--- config.mk ---
export PLATFORM = sky130hd
export DESIGN_NAME = cprv_decode_stage_flat
export DESIGN_NICKNAME = d
export VERILOG_FILES = /design/src/rtl/cprv_decode_stage_if.sv /design/src/rtl/cprv_decode_stage.sv /design/src/flat_wrapper.sv
export SDC_FILE = /design/constraint.sdc
export NUM_CORES = 1
export LEC_CHECK = 0
export ABC_AREA = 1
export CORE_AREA = 2 2 232 234
export DETAILED_ROUTE_END_ITERATION = 12
export DIE_AREA = 0 0 234 236
export SLEW_MARGIN = 20
export SYNTH_ARGS = -nofsm -noshare
export SYNTH_HDL_FRONTEND = slang
export SYNTH_SLANG_ARGS = --single-unit
export TNS_END_PERCENT = 5
--- constraint.sdc ---
create_clock -name clk -period 9.2 [get_ports clk]
set_input_delay 1.84 -clock clk [delete_from_list [all_inputs] [get_ports clk]]
set_output_delay 1.84 -clock clk [all_outputs]
set_load 0.03 [all_outputs]
--- src/rtl/cprv_decode_stage_if.sv ---
// RV64I decode-stage bus: IF request, regfile read/write-back and EX pipeline register.
// No logic; pure signal bundle, latency defined by the stage that uses it.
// Backpressure via valid/ready pairs on both the IF side and the EX side.
interface cprv_decode_stage_if #(
    parameter int INSTR_WIDTH = 32,
    parameter int DATA_WIDTH  = 64,
    parameter int ADDR_WIDTH  = 64,
    parameter int IMM_WIDTH   = 64
);
    // IF side
    logic                   valid_id_i;
    logic                   ready_id_o;
    logic [INSTR_WIDTH-1:0] instr_data_id_i;
    logic [ADDR_WIDTH-1:0]  pc_id_i;
    logic                   flush_i;
    // register file read / write-back
    logic [4:0]             rs1_addr_wb_o;
    logic [4:0]             rs2_addr_wb_o;
    logic [DATA_WIDTH-1:0]  rs1_data_wb_i;
    logic [DATA_WIDTH-1:0]  rs2_data_wb_i;
    logic                   wb_en_i;
    logic [4:0]             wb_addr_i;
    logic [DATA_WIDTH-1:0]  wb_data_i;
    // EX side
    logic                   valid_ex_o;
    logic                   ready_ex_i;
    logic [DATA_WIDTH-1:0]  rs1_data_ex_o;
    logic [DATA_WIDTH-1:0]  rs2_data_ex_o;
    logic [4:0]             rs1_addr_ex_o;
    logic [4:0]             rs2_addr_ex_o;
    logic [4:0]             rd_addr_ex_o;
    logic                   rd_en_ex_o;
    logic [IMM_WIDTH-1:0]   imm_data_ex_o;
    logic [6:0]             opcode_ex_o;
    logic [2:0]             funct3_ex_o;
    logic [6:0]             funct7_ex_o;
    logic                   mem_w_en_ex_o;
    logic                   mem_r_en_ex_o;
    logic [ADDR_WIDTH-1:0]  pc_ex_o;
    logic                   illegal_ex_o;

    // Environment side: drives the instruction stream, regfile data and EX ready.
    modport master (
        output valid_id_i, instr_data_id_i, pc_id_i, flush_i,
               rs1_data_wb_i, rs2_data_wb_i, wb_en_i, wb_addr_i, wb_data_i, ready_ex_i,
        input  ready_id_o, rs1_addr_wb_o, rs2_addr_wb_o, valid_ex_o,
               rs1_data_ex_o, rs2_data_ex_o, rs1_addr_ex_o, rs2_addr_ex_o, rd_addr_ex_o,
               rd_en_ex_o, imm_data_ex_o, opcode_ex_o, funct3_ex_o, funct7_ex_o,
               mem_w_en_ex_o, mem_r_en_ex_o, pc_ex_o, illegal_ex_o
    );

    // Decode stage side.
    modport slave (
        input  valid_id_i, instr_data_id_i, pc_id_i, flush_i,
               rs1_data_wb_i, rs2_data_wb_i, wb_en_i, wb_addr_i, wb_data_i, ready_ex_i,
        output ready_id_o, rs1_addr_wb_o, rs2_addr_wb_o, valid_ex_o,
               rs1_data_ex_o, rs2_data_ex_o, rs1_addr_ex_o, rs2_addr_ex_o, rd_addr_ex_o,
               rd_en_ex_o, imm_data_ex_o, opcode_ex_o, funct3_ex_o, funct7_ex_o,
               mem_w_en_ex_o, mem_r_en_ex_o, pc_ex_o, illegal_ex_o
    );
endinterface

--- src/rtl/cprv_decode_stage.sv ---
// RV64I decode stage: immediates, register usage, WB bypass, load-use interlock, flush.
// Latency: one cycle from IF accept to valid_ex_o.
// Backpressure: ready_id_o drops when EX holds and stalls, or on a load-use hazard; flush always accepts.
module cprv_decode_stage #(
    parameter int INSTR_WIDTH  = 32,
    parameter int DATA_WIDTH   = 64,
    parameter int ADDR_WIDTH   = 64,
    parameter int IMM_WIDTH    = 64,
    parameter bit WB_BYPASS_EN = 1'b1
) (
    input  logic                 clk,
    input  logic                 rst,
    cprv_decode_stage_if.slave   bus
);

    localparam logic [6:0] OPC_LUI       = 7'b0110111;
    localparam logic [6:0] OPC_AUIPC     = 7'b0010111;
    localparam logic [6:0] OPC_JAL       = 7'b1101111;
    localparam logic [6:0] OPC_JALR      = 7'b1100111;
    localparam logic [6:0] OPC_BRANCH    = 7'b1100011;
    localparam logic [6:0] OPC_LOAD      = 7'b0000011;
    localparam logic [6:0] OPC_STORE     = 7'b0100011;
    localparam logic [6:0] OPC_OP_IMM    = 7'b0010011;
    localparam logic [6:0] OPC_OP        = 7'b0110011;
    localparam logic [6:0] OPC_OP_IMM_32 = 7'b0011011;
    localparam logic [6:0] OPC_OP_32     = 7'b0111011;

    logic [INSTR_WIDTH-1:0] instr;
    logic [6:0]             opcode;
    logic [4:0]             rs1_addr;
    logic [4:0]             rs2_addr;
    logic [4:0]             rd_addr;
    logic                   legal;
    logic                   rs1_used;
    logic                   rs2_used;
    logic                   rd_class;
    logic                   rd_en;
    logic                   is_load;
    logic                   is_store;
    logic [IMM_WIDTH-1:0]   imm;
    logic [DATA_WIDTH-1:0]  rs1_val;
    logic [DATA_WIDTH-1:0]  rs2_val;
    logic                   hazard;
    logic                   ready;
    logic                   accept;

    assign instr    = bus.instr_data_id_i;
    assign opcode   = instr[6:0];
    assign rd_addr  = instr[11:7];
    assign rs1_addr = instr[19:15];
    assign rs2_addr = instr[24:20];

    assign bus.rs1_addr_wb_o = rs1_addr;
    assign bus.rs2_addr_wb_o = rs2_addr;

    // Classify the opcode and build the sign-extended immediate. Every listed
    // opcode ends in 2'b11, so a compressed-quadrant word never matches and
    // falls into the illegal default.
    always_comb begin
        legal    = 1'b0;
        rs1_used = 1'b0;
        rs2_used = 1'b0;
        rd_class = 1'b0;
        imm      = '0;
        case (opcode)
            OPC_LUI, OPC_AUIPC: begin
                legal    = 1'b1;
                rd_class = 1'b1;
                imm      = {{(IMM_WIDTH-32){instr[31]}}, instr[31:12], 12'b0};
            end
            OPC_JAL: begin
                legal    = 1'b1;
                rd_class = 1'b1;
                imm      = {{(IMM_WIDTH-21){instr[31]}}, instr[31], instr[19:12],
                            instr[20], instr[30:21], 1'b0};
            end
            OPC_JALR, OPC_LOAD, OPC_OP_IMM, OPC_OP_IMM_32: begin
                legal    = 1'b1;
                rd_class = 1'b1;
                rs1_used = 1'b1;
                imm      = {{(IMM_WIDTH-12){instr[31]}}, instr[31:20]};
            end
            OPC_BRANCH: begin
                legal    = 1'b1;
                rs1_used = 1'b1;
                rs2_used = 1'b1;
                imm      = {{(IMM_WIDTH-13){instr[31]}}, instr[31], instr[7],
                            instr[30:25], instr[11:8], 1'b0};
            end
            OPC_STORE: begin
                legal    = 1'b1;
                rs1_used = 1'b1;
                rs2_used = 1'b1;
                imm      = {{(IMM_WIDTH-12){instr[31]}}, instr[31:25], instr[11:7]};
            end
            OPC_OP, OPC_OP_32: begin
                legal    = 1'b1;
                rd_class = 1'b1;
                rs1_used = 1'b1;
                rs2_used = 1'b1;
            end
            default: ;
        endcase
    end

    assign rd_en    = rd_class & (rd_addr != 5'd0);
    assign is_load  = (opcode == OPC_LOAD);
    assign is_store = (opcode == OPC_STORE);

    // Operand select: x0 reads as zero, otherwise same-cycle write-back wins over the regfile.
    always_comb begin
        rs1_val = bus.rs1_data_wb_i;
        rs2_val = bus.rs2_data_wb_i;
        if (WB_BYPASS_EN && bus.wb_en_i && (bus.wb_addr_i == rs1_addr)) rs1_val = bus.wb_data_i;
        if (WB_BYPASS_EN && bus.wb_en_i && (bus.wb_addr_i == rs2_addr)) rs2_val = bus.wb_data_i;
        if (rs1_addr == 5'd0) rs1_val = '0;
        if (rs2_addr == 5'd0) rs2_val = '0;
    end

    // A load sitting in EX cannot forward yet, so a dependent instruction waits one bubble.
    assign hazard = bus.valid_ex_o & bus.mem_r_en_ex_o & bus.rd_en_ex_o & bus.valid_id_i &
                    ((rs1_used & (rs1_addr == bus.rd_addr_ex_o)) |
                     (rs2_used & (rs2_addr == bus.rd_addr_ex_o)));

    assign ready          = bus.flush_i | ((~bus.valid_ex_o | bus.ready_ex_i) & ~hazard);
    assign accept         = bus.valid_id_i & ready & ~bus.flush_i;
    assign bus.ready_id_o = ready;

    // EX pipeline register: flush kills, accept loads, EX fire without accept drains, else hold.
    always_ff @(posedge clk or posedge rst) begin
        if (rst) begin
            bus.valid_ex_o    <= 1'b0;
            bus.rs1_data_ex_o <= '0;
            bus.rs2_data_ex_o <= '0;
            bus.rs1_addr_ex_o <= '0;
            bus.rs2_addr_ex_o <= '0;
            bus.rd_addr_ex_o  <= '0;
            bus.rd_en_ex_o    <= 1'b0;
            bus.imm_data_ex_o <= '0;
            bus.opcode_ex_o   <= '0;
            bus.funct3_ex_o   <= '0;
            bus.funct7_ex_o   <= '0;
            bus.mem_w_en_ex_o <= 1'b0;
            bus.mem_r_en_ex_o <= 1'b0;
            bus.pc_ex_o       <= '0;
            bus.illegal_ex_o  <= 1'b0;
        end else if (bus.flush_i) begin
            bus.valid_ex_o <= 1'b0;
        end else if (accept) begin
            bus.valid_ex_o    <= 1'b1;
            bus.rs1_data_ex_o <= rs1_val;
            bus.rs2_data_ex_o <= rs2_val;
            bus.rs1_addr_ex_o <= rs1_addr;
            bus.rs2_addr_ex_o <= rs2_addr;
            bus.rd_addr_ex_o  <= rd_addr;
            bus.rd_en_ex_o    <= legal & rd_en;
            bus.imm_data_ex_o <= imm;
            bus.opcode_ex_o   <= opcode;
            bus.funct3_ex_o   <= instr[14:12];
            bus.funct7_ex_o   <= instr[31:25];
            bus.mem_w_en_ex_o <= legal & is_store;
            bus.mem_r_en_ex_o <= legal & is_load;
            bus.pc_ex_o       <= bus.pc_id_i;
            bus.illegal_ex_o  <= ~legal;
        end else if (bus.ready_ex_i) begin
            bus.valid_ex_o <= 1'b0;
        end
    end

endmodule
--- src/flat_wrapper.sv ---
// flat-port wrapper written by rule: the top's interface ports become plain ports
module cprv_decode_stage_flat 
#(
    parameter int INSTR_WIDTH  = 32,
    parameter int DATA_WIDTH   = 64,
    parameter int ADDR_WIDTH   = 64,
    parameter int IMM_WIDTH    = 64,
    parameter bit WB_BYPASS_EN = 1'b1
)
  (clk, rst, bus_valid_id_i, bus_instr_data_id_i, bus_pc_id_i, bus_flush_i, bus_rs1_data_wb_i, bus_rs2_data_wb_i, bus_wb_en_i, bus_wb_addr_i, bus_wb_data_i, bus_ready_ex_i, bus_ready_id_o, bus_rs1_addr_wb_o, bus_rs2_addr_wb_o, bus_valid_ex_o, bus_rs1_data_ex_o, bus_rs2_data_ex_o, bus_rs1_addr_ex_o, bus_rs2_addr_ex_o, bus_rd_addr_ex_o, bus_rd_en_ex_o, bus_imm_data_ex_o, bus_opcode_ex_o, bus_funct3_ex_o, bus_funct7_ex_o, bus_mem_w_en_ex_o, bus_mem_r_en_ex_o, bus_pc_ex_o, bus_illegal_ex_o);
  cprv_decode_stage_if #(.INSTR_WIDTH(INSTR_WIDTH), .DATA_WIDTH(DATA_WIDTH), .ADDR_WIDTH(ADDR_WIDTH), .IMM_WIDTH(IMM_WIDTH)) bus_i ();
  input  logic clk;
  input  logic rst;
  input wire logic [$bits(bus_i.valid_id_i)-1:0] bus_valid_id_i;
  input wire logic [$bits(bus_i.instr_data_id_i)-1:0] bus_instr_data_id_i;
  input wire logic [$bits(bus_i.pc_id_i)-1:0] bus_pc_id_i;
  input wire logic [$bits(bus_i.flush_i)-1:0] bus_flush_i;
  input wire logic [$bits(bus_i.rs1_data_wb_i)-1:0] bus_rs1_data_wb_i;
  input wire logic [$bits(bus_i.rs2_data_wb_i)-1:0] bus_rs2_data_wb_i;
  input wire logic [$bits(bus_i.wb_en_i)-1:0] bus_wb_en_i;
  input wire logic [$bits(bus_i.wb_addr_i)-1:0] bus_wb_addr_i;
  input wire logic [$bits(bus_i.wb_data_i)-1:0] bus_wb_data_i;
  input wire logic [$bits(bus_i.ready_ex_i)-1:0] bus_ready_ex_i;
  output wire logic [$bits(bus_i.ready_id_o)-1:0] bus_ready_id_o;
  output wire logic [$bits(bus_i.rs1_addr_wb_o)-1:0] bus_rs1_addr_wb_o;
  output wire logic [$bits(bus_i.rs2_addr_wb_o)-1:0] bus_rs2_addr_wb_o;
  output wire logic [$bits(bus_i.valid_ex_o)-1:0] bus_valid_ex_o;
  output wire logic [$bits(bus_i.rs1_data_ex_o)-1:0] bus_rs1_data_ex_o;
  output wire logic [$bits(bus_i.rs2_data_ex_o)-1:0] bus_rs2_data_ex_o;
  output wire logic [$bits(bus_i.rs1_addr_ex_o)-1:0] bus_rs1_addr_ex_o;
  output wire logic [$bits(bus_i.rs2_addr_ex_o)-1:0] bus_rs2_addr_ex_o;
  output wire logic [$bits(bus_i.rd_addr_ex_o)-1:0] bus_rd_addr_ex_o;
  output wire logic [$bits(bus_i.rd_en_ex_o)-1:0] bus_rd_en_ex_o;
  output wire logic [$bits(bus_i.imm_data_ex_o)-1:0] bus_imm_data_ex_o;
  output wire logic [$bits(bus_i.opcode_ex_o)-1:0] bus_opcode_ex_o;
  output wire logic [$bits(bus_i.funct3_ex_o)-1:0] bus_funct3_ex_o;
  output wire logic [$bits(bus_i.funct7_ex_o)-1:0] bus_funct7_ex_o;
  output wire logic [$bits(bus_i.mem_w_en_ex_o)-1:0] bus_mem_w_en_ex_o;
  output wire logic [$bits(bus_i.mem_r_en_ex_o)-1:0] bus_mem_r_en_ex_o;
  output wire logic [$bits(bus_i.pc_ex_o)-1:0] bus_pc_ex_o;
  output wire logic [$bits(bus_i.illegal_ex_o)-1:0] bus_illegal_ex_o;
  assign bus_i.valid_id_i = bus_valid_id_i;
  assign bus_i.instr_data_id_i = bus_instr_data_id_i;
  assign bus_i.pc_id_i = bus_pc_id_i;
  assign bus_i.flush_i = bus_flush_i;
  assign bus_i.rs1_data_wb_i = bus_rs1_data_wb_i;
  assign bus_i.rs2_data_wb_i = bus_rs2_data_wb_i;
  assign bus_i.wb_en_i = bus_wb_en_i;
  assign bus_i.wb_addr_i = bus_wb_addr_i;
  assign bus_i.wb_data_i = bus_wb_data_i;
  assign bus_i.ready_ex_i = bus_ready_ex_i;
  assign bus_ready_id_o = bus_i.ready_id_o;
  assign bus_rs1_addr_wb_o = bus_i.rs1_addr_wb_o;
  assign bus_rs2_addr_wb_o = bus_i.rs2_addr_wb_o;
  assign bus_valid_ex_o = bus_i.valid_ex_o;
  assign bus_rs1_data_ex_o = bus_i.rs1_data_ex_o;
  assign bus_rs2_data_ex_o = bus_i.rs2_data_ex_o;
  assign bus_rs1_addr_ex_o = bus_i.rs1_addr_ex_o;
  assign bus_rs2_addr_ex_o = bus_i.rs2_addr_ex_o;
  assign bus_rd_addr_ex_o = bus_i.rd_addr_ex_o;
  assign bus_rd_en_ex_o = bus_i.rd_en_ex_o;
  assign bus_imm_data_ex_o = bus_i.imm_data_ex_o;
  assign bus_opcode_ex_o = bus_i.opcode_ex_o;
  assign bus_funct3_ex_o = bus_i.funct3_ex_o;
  assign bus_funct7_ex_o = bus_i.funct7_ex_o;
  assign bus_mem_w_en_ex_o = bus_i.mem_w_en_ex_o;
  assign bus_mem_r_en_ex_o = bus_i.mem_r_en_ex_o;
  assign bus_pc_ex_o = bus_i.pc_ex_o;
  assign bus_illegal_ex_o = bus_i.illegal_ex_o;
  cprv_decode_stage #(.INSTR_WIDTH(INSTR_WIDTH), .DATA_WIDTH(DATA_WIDTH), .ADDR_WIDTH(ADDR_WIDTH), .IMM_WIDTH(IMM_WIDTH), .WB_BYPASS_EN(WB_BYPASS_EN)) u_core (.clk(clk), .rst(rst), .bus(bus_i));
endmodule
==> impl_metrics.tcl, run 1 <==
set metrics [dict create \
    cts_tree "yes" \
    reg2reg_slack_ps 5680 \
    power.switching_mw 1.34 \
    ys_seq_area_share_pct 44.5 \
    netlist_top_cells_area "dfrtp_1 45%, nand2_1 23%, nand4_1 12%" \
    seq_power_share_pct 35.5 \
    wl_per_cell_um 18.1 \
    io_pins 603 \
    grt_pass1_vias 15500 \
    dp_hpwl_mm 40.0 \
    period_minus_slack_ps 6050 \
    synth_top_area_cell "dfrtp_1" \
    layout_commonest_cell "nand2_1" \
    slew_headroom_pct 28.9 \
    rsz0062_at_grt "no" \
    grt_overflow_total 0 \
    setup_viol 0 \
    die_y_um 236 \
    layout_common_cells "879 x nand2_1, 602 x clkdlybuf4s50_1, 284 x nor2_1" \
    fin_crit_sh_pct 65.8 \
    dieArea_mm2 0.0552 \
    ys_warn_count 0 \
    max_slew.worst_pin.slew_ps 1070 \
    clockBufferDepth 3 \
    area_growth_pct 48.4 \
    start_kind "input port" \
    clkPwrFrac_pct 34.2 \
    slew_viol_final 0 \
    htree_levels 2 \
    crit_fanout 6 \
    grt_pass1_wl_mm 90.7 \
    postCtsSetupBuffers 0 \
    clockRootBuffer "clkbuf_16" \
    status "complete, no violations" \
    drt-initial-drc-count 1211 \
    p_leak_nw 11.3 \
    ant_nets 0 \
    required_ps 7360 \
    numPortBuffers 602 \
    syn_nets 2413 \
    rows 85 \
    crit_arrival_ps 4210 \
    timing.fmax_ghz 0.165 \
    ir_drop_uv 106 \
    p_comb_share_pct 30.3 \
    clk-insertion-delay-late_ps 540 \
    p_int_mw 2.61 \
    whs_ps 467 \
    syn_area_mm2 0.0147 \
    drc 0 \
    netlist-cell-type-count 25 \
    die_x_um 234 \
    first_pass_iters 5 \
    nFillCells 5451 \
    timing.setup.tns_ps 0 \
    holdBufCountCts 0 \
    clk_pin_slew_ps 60 \
    num_vias 15700 \
    postCtsResizedCells 0 \
    cp_common_cell "nand2_1" \
    sw_frac_of_total_pct 33.9 \
    cp_cell_sequence "clkdlybuf4s50_1 > nor2_1 > nand3_1 > nand2_1 > inv_2 > nand3_1 > nand2_1 > nand2_1 > a21boi_0 > clkdlybuf4s50_1" \
    wirelength_mm 59.4 \
    yosysTopAreaCellShare_pct 44.5 \
    hold_viol 0 \
    vias_per_cell 4.78 \
    critPathMaxStageDelay_ps 700 \
    hp-class "flip-flop to flip-flop" \
    grt_antenna_before_repair 5 \
    critPathKind "input port to primary output" \
    postSynthCellCount 2114 \
    initial_core_util_pct 27.6 \
    grt_max_degree 137 \
    ys_ff_latch 261 \
    gr-usage-all-layers_pct 20.9 \
    endpoint_kind "primary output" \
    nets 2864 \
    powerDensity_mw_per_mm2 181 \
    drive_above_1_share_pct 3.05 \
    cts-buffers-inserted 34 \
    routabilityCongestion 0.872 \
    skew_ps 32.6 \
    clock-sinks 261 \
    avgSynthCellArea_um2 6.94 \
    crit_slowest_cell "clkdlybuf4s50_1" \
    core_area_mm2 0.0531 \
    drv_cap 0 \
]
-- kinds of logic (layout without fill, tap and decap cells) --
group	count (synthesis)	after routing	share of synthesized area [%]
AOI/OAI and AO/OA	7	7	0.256
xor gates and xnor gates	9	9	0.538
buffers and inverters	359	834	11.6
DFF	261	261	44.5
other	0	2	0
and+or+nand+nor	1478	1478	43.0
-- cell type report --
type	instances	area, um^2	share of cell area (%)
antenna	2	5.00	0.0230
clock buffer	52	1010	4.64
clock inverter	8	98.8	0.454
inverter	154	586	2.69
multi-input combinational	1494	6490	29.8
sequential	261	6530	30.0
tap	696	871	4.00
timing repair buffer	620	6170	28.4
-- path summary, 6_finish.rpt --
check | start | to | cells after the start
worst max-delay path | bus_instr_data_id_i[3] | bus_ready_id_o | 10
worst min-delay path | u_core.bus.funct3_ex_o[0] | u_core.bus.funct3_ex_o[0] | 2
worst max register to register | u_core.bus.rd_addr_ex_o[3] | u_core.bus.rs1_data_ex_o[47] | 10
worst min register to register | u_core.bus.funct3_ex_o[0] | u_core.bus.funct3_ex_o[0] | 2
max in group asynchronous | rst | u_core.bus.rs2_data_ex_o[54] | 3
min in group asynchronous | rst | u_core.bus.pc_ex_o[10] | 2
-- power by group through the flow --
| stage | Clock [mW] | Sequential [mW] | Combinational, mW |
|---|---|---|---|
| after floorplan | 0 | 1.72 | 0.309 |
| final | 1.35 | 1.40 | 1.20 |
| after CTS | 1.39 | 1.40 | 1.21 |
| after detailed placement | 0 | 1.42 | 1.20 |
| after global routing | 1.43 | 1.42 | 1.28 |
| after global placement | 0 | 1.41 | 1.20 |
-- metal layers --
layer  up-vias  routed length [um]  GRT usage, %
met3       122                5730          6.94
li1       7552                   -             -
met4         4                2260          8.40
met5         -                  23             0
met2       621               27400          33.4
met1      7410               23900          25.8
-- critical path: cells and delay by family --
| family | cells | cell delay [ps] |
|---|---|---|
| compound gates | 1 | 270 |
| simple gates | 6 | 750 |
| buf+inv | 3 | 1350 |
-- sequential cells by signal (all words and copies together) (netlist names), 5 cells and up --
name                      cells
u_core.bus.rs1_data_ex_o     64
u_core.bus.rd_addr_ex_o       5
u_core.bus.funct7_ex_o        7
u_core.bus.opcode_ex_o        7
u_core.bus.rs1_addr_ex_o      5
u_core.bus.pc_ex_o           64
u_core.bus.imm_data_ex_o     32
u_core.bus.rs2_addr_ex_o      5
u_core.bus.rs2_data_ex_o     64
-- cell usage after synthesis --
library cell	n
nand2_2	1
xnor2_1	5
nor3_1	5
nand3_1	22
nand4_1	281
inv_1	151
nand2_1	879
clkbuf_1	106
nor4_1	1
buf_4	42
buf_2	31
nor3b_1	1
inv_2	2
clkinv_1	1
nand3_4	1
o21ai_0	6
dfrtp_1	261
or2_0	1
buf_6	21
nor2_1	285
a21boi_0	1
buf_1	4
xor2_1	4
clkbuf_2	1
or3_1	1
-- metrics by stage --
step	worst slack [ps]	instances	area [um^2]	power, mW	utilization (%)
after floorplan	176	2114	14700	2.03	-
after global placement	3260	3225	20700	2.61	38.9
after detailed placement	3180	3225	20700	2.62	38.9
after CTS	3170	3285	21800	4.00	41.0
after global routing	3020	3287	21800	4.13	41.0
final	3150	3287	21800	3.94	41.0
Power figures use the tool's default switching activity.
==> run 2: changes to the inputs <==
- clock period: 9.2 -> 4.9 ns (I/O delays scaled with it)
==> run 2 against run 1 <==
  * Non-clock buffer count grew 16
  * Final area grew 1.0%
  * Critical endpoint unchanged
  * Sequential share of layout area shrank 0.31 points
  * Largest cell class unchanged
  * Sequential power grew 87%
==> impl_metrics.tcl, run 2 (synthesis results as in run 1) <==
set metrics [dict create \
    hp-class "flip-flop to flip-flop" \
    reg_top3 "u_core.bus.pc_ex_o: 64 flops, u_core.bus.rs1_data_ex_o: 64 flops, u_core.bus.rs2_data_ex_o: 64 flops" \
    grt_pass1_vias 15500 \
    core_area_mm2 0.0531 \
    critPathKind "input port to primary output" \
    num_vias 15900 \
    area_growth_pct 50.0 \
    clockRootBuffer "clkbuf_16" \
    dp_hpwl_mm 40.2 \
    holdBufCountCts 0 \
    powerDensity_mw_per_mm2 335 \
    final_core_util_pct 41.4 \
    start_kind "input port" \
    cts_tree "yes" \
    initial_core_util_pct 27.6 \
    endpoint_kind "primary output" \
    period_minus_slack_ps 4400 \
    clockBufferDepth 3 \
    layout_commonest_cell "nand2_1" \
    postCtsSetupBuffers 0 \
    htree_levels 2 \
    rows 85 \
    crit_slowest_cell "clkdlybuf4s50_1" \
    vias_per_cell 4.81 \
    slew_headroom_pct 23.4 \
    required_ps 3920 \
    critPathMaxStageDelay_ps 580 \
    first_pass_iters 5 \
    critPathTopFamily "buffers and inverters" \
    power.switching_mw 2.52 \
    crit_buf_inv 4 \
    max_slew.worst_pin.slew_ps 1150 \
    setup_viol 0 \
    p_int_mw 4.85 \
    drt-initial-drc-count 1219 \
    grt_max_degree 167 \
    numPortBuffers 602 \
    crit_fanout 6 \
    clk-insertion-delay-late_ps 540 \
    nets 2880 \
    rsz0062_at_grt "no" \
    wl_per_cell_um 18.0 \
    die_y_um 236 \
    die_x_um 234 \
    gr-usage-all-layers_pct 20.7 \
    io_pins 603 \
    sw_frac_of_total_pct 34.2 \
    drv_cap 0 \
    hold_viol 0 \
    clk_pin_slew_ps 50 \
    wirelength_mm 59.3 \
    routabilityCongestion 0.944 \
    whs_ps 466 \
    postCtsResizedCells 0 \
    drc 0 \
    grt_pass1_wl_mm 90.0 \
    skew_ps 12.4 \
    cp_cell_sequence "clkdlybuf4s50_1 > nor2_1 > nand3_1 > nand2_1 > inv_2 > nand3_1 > nand2_1 > nand2_1 > a21boi_0 > buf_4 > clkdlybuf4s50_1" \
    crit_arrival_ps 3420 \
    timing.fmax_ghz 0.227 \
    layout_common_cells "879 x nand2_1, 602 x clkdlybuf4s50_1, 284 x nor2_1" \
    fin_crit_sh_pct 89.7 \
    ir_drop_uv 181 \
    drive_above_1_share_pct 3.80 \
    seq_power_share_pct 35.6 \
    clkPwrFrac_pct 33.7 \
    status "complete, no violations" \
    ant_nets 0 \
    cp_common_cell "nand2_1" \
    clock-sinks 261 \
    cts-buffers-inserted 34 \
    grt_overflow_total 0 \
    p_comb_share_pct 30.7 \
    dieArea_mm2 0.0552 \
    timing.setup.tns_ps 0 \
    p_leak_nw 11.4 \
    grt_antenna_before_repair 8 \
    slew_viol_final 0 \
]
==> run 2: cell types whose count changed in the layout (fill, tap and decap cells not counted), moves of 2 or more <==
| cell | before | now |
|---|---|---|
| clkbuf_16 | 35 | 37 |
| clkbuf_1 | 10 | 4 |
| buf_12 | 1 | 10 |
| buf_4 | 17 | 24 |
| diode_2 | 2 | 5 |
| clkinv_2 | 3 | 8 |
| bufinv_16 | 2 | 0 |
==> run 2: layout make-up <==
class	instances	area [um^2]
well taps	696	871
fillers	5385	31100
clock buffers	48	1040
flip-flops and latches	261	6530
repair buffers	636	6410
clock inverters	10	55.1
diodes	5	12.5
multi-input cells	1494	6500
inverters	154	582
==> run 2: worst register-to-register path: cells and delay by family, from the launching register on <==
family	cells	cell delay, ps
flops	1	420
simple gates	8	1620
xor+xnor	1	270
buf+inv	1	480
==> run 2: routing by layer <==
layer / part of all wire (%) / track usage [%] / up-vias
met4: 3.2 / 7.38 / 6
met5: 0.074 / 0 / -
met1: 41 / 26.2 / 7525
li1: - / - / 7596
met2: 46 / 33.2 / 669
met3: 9.3 / 6.31 / 112
==> run 2: through the flow <==
step	total power, mW	cells	setup slack [ps]	area (um^2)
finish	7.37	3304	503	22000
global route	7.71	3304	338	22000
CTS	7.46	3299	513	22000
detailed placement	4.93	3241	523	20900
global placement	4.92	3241	526	20900
floorplan	3.81	2114	478	14700
==> run 2: final timing paths <==
| path | end | cells after the start | slack (ps) | start |
|---|---|---|---|---|
| worst max-delay path | bus_ready_id_o | 11 | 500 | bus_instr_data_id_i[3] |
| worst min-delay path | u_core.bus.funct7_ex_o[4] | 2 | 470 | u_core.bus.funct7_ex_o[4] |
| worst max register to register | u_core.bus.pc_ex_o[60] | 10 | 2050 | u_core.bus.rd_addr_ex_o[4] |
| worst min register to register | u_core.bus.funct7_ex_o[4] | 2 | 470 | u_core.bus.funct7_ex_o[4] |
| max in group asynchronous | u_core.bus.rs2_data_ex_o[22] | 3 | 3000 | rst |
| min in group asynchronous | u_core.bus.pc_ex_o[61] | 2 | 890 | rst |
==> run 2: power groups by stage <==
stage | clock network, mW | logic [mW] | registers [mW]
after floorplan | 0 | 0.580 | 3.23
after global placement | 0 | 2.27 | 2.65
after detailed placement | 0 | 2.28 | 2.65
after CTS | 2.55 | 2.29 | 2.63
after global routing | 2.62 | 2.43 | 2.66
final | 2.48 | 2.26 | 2.62
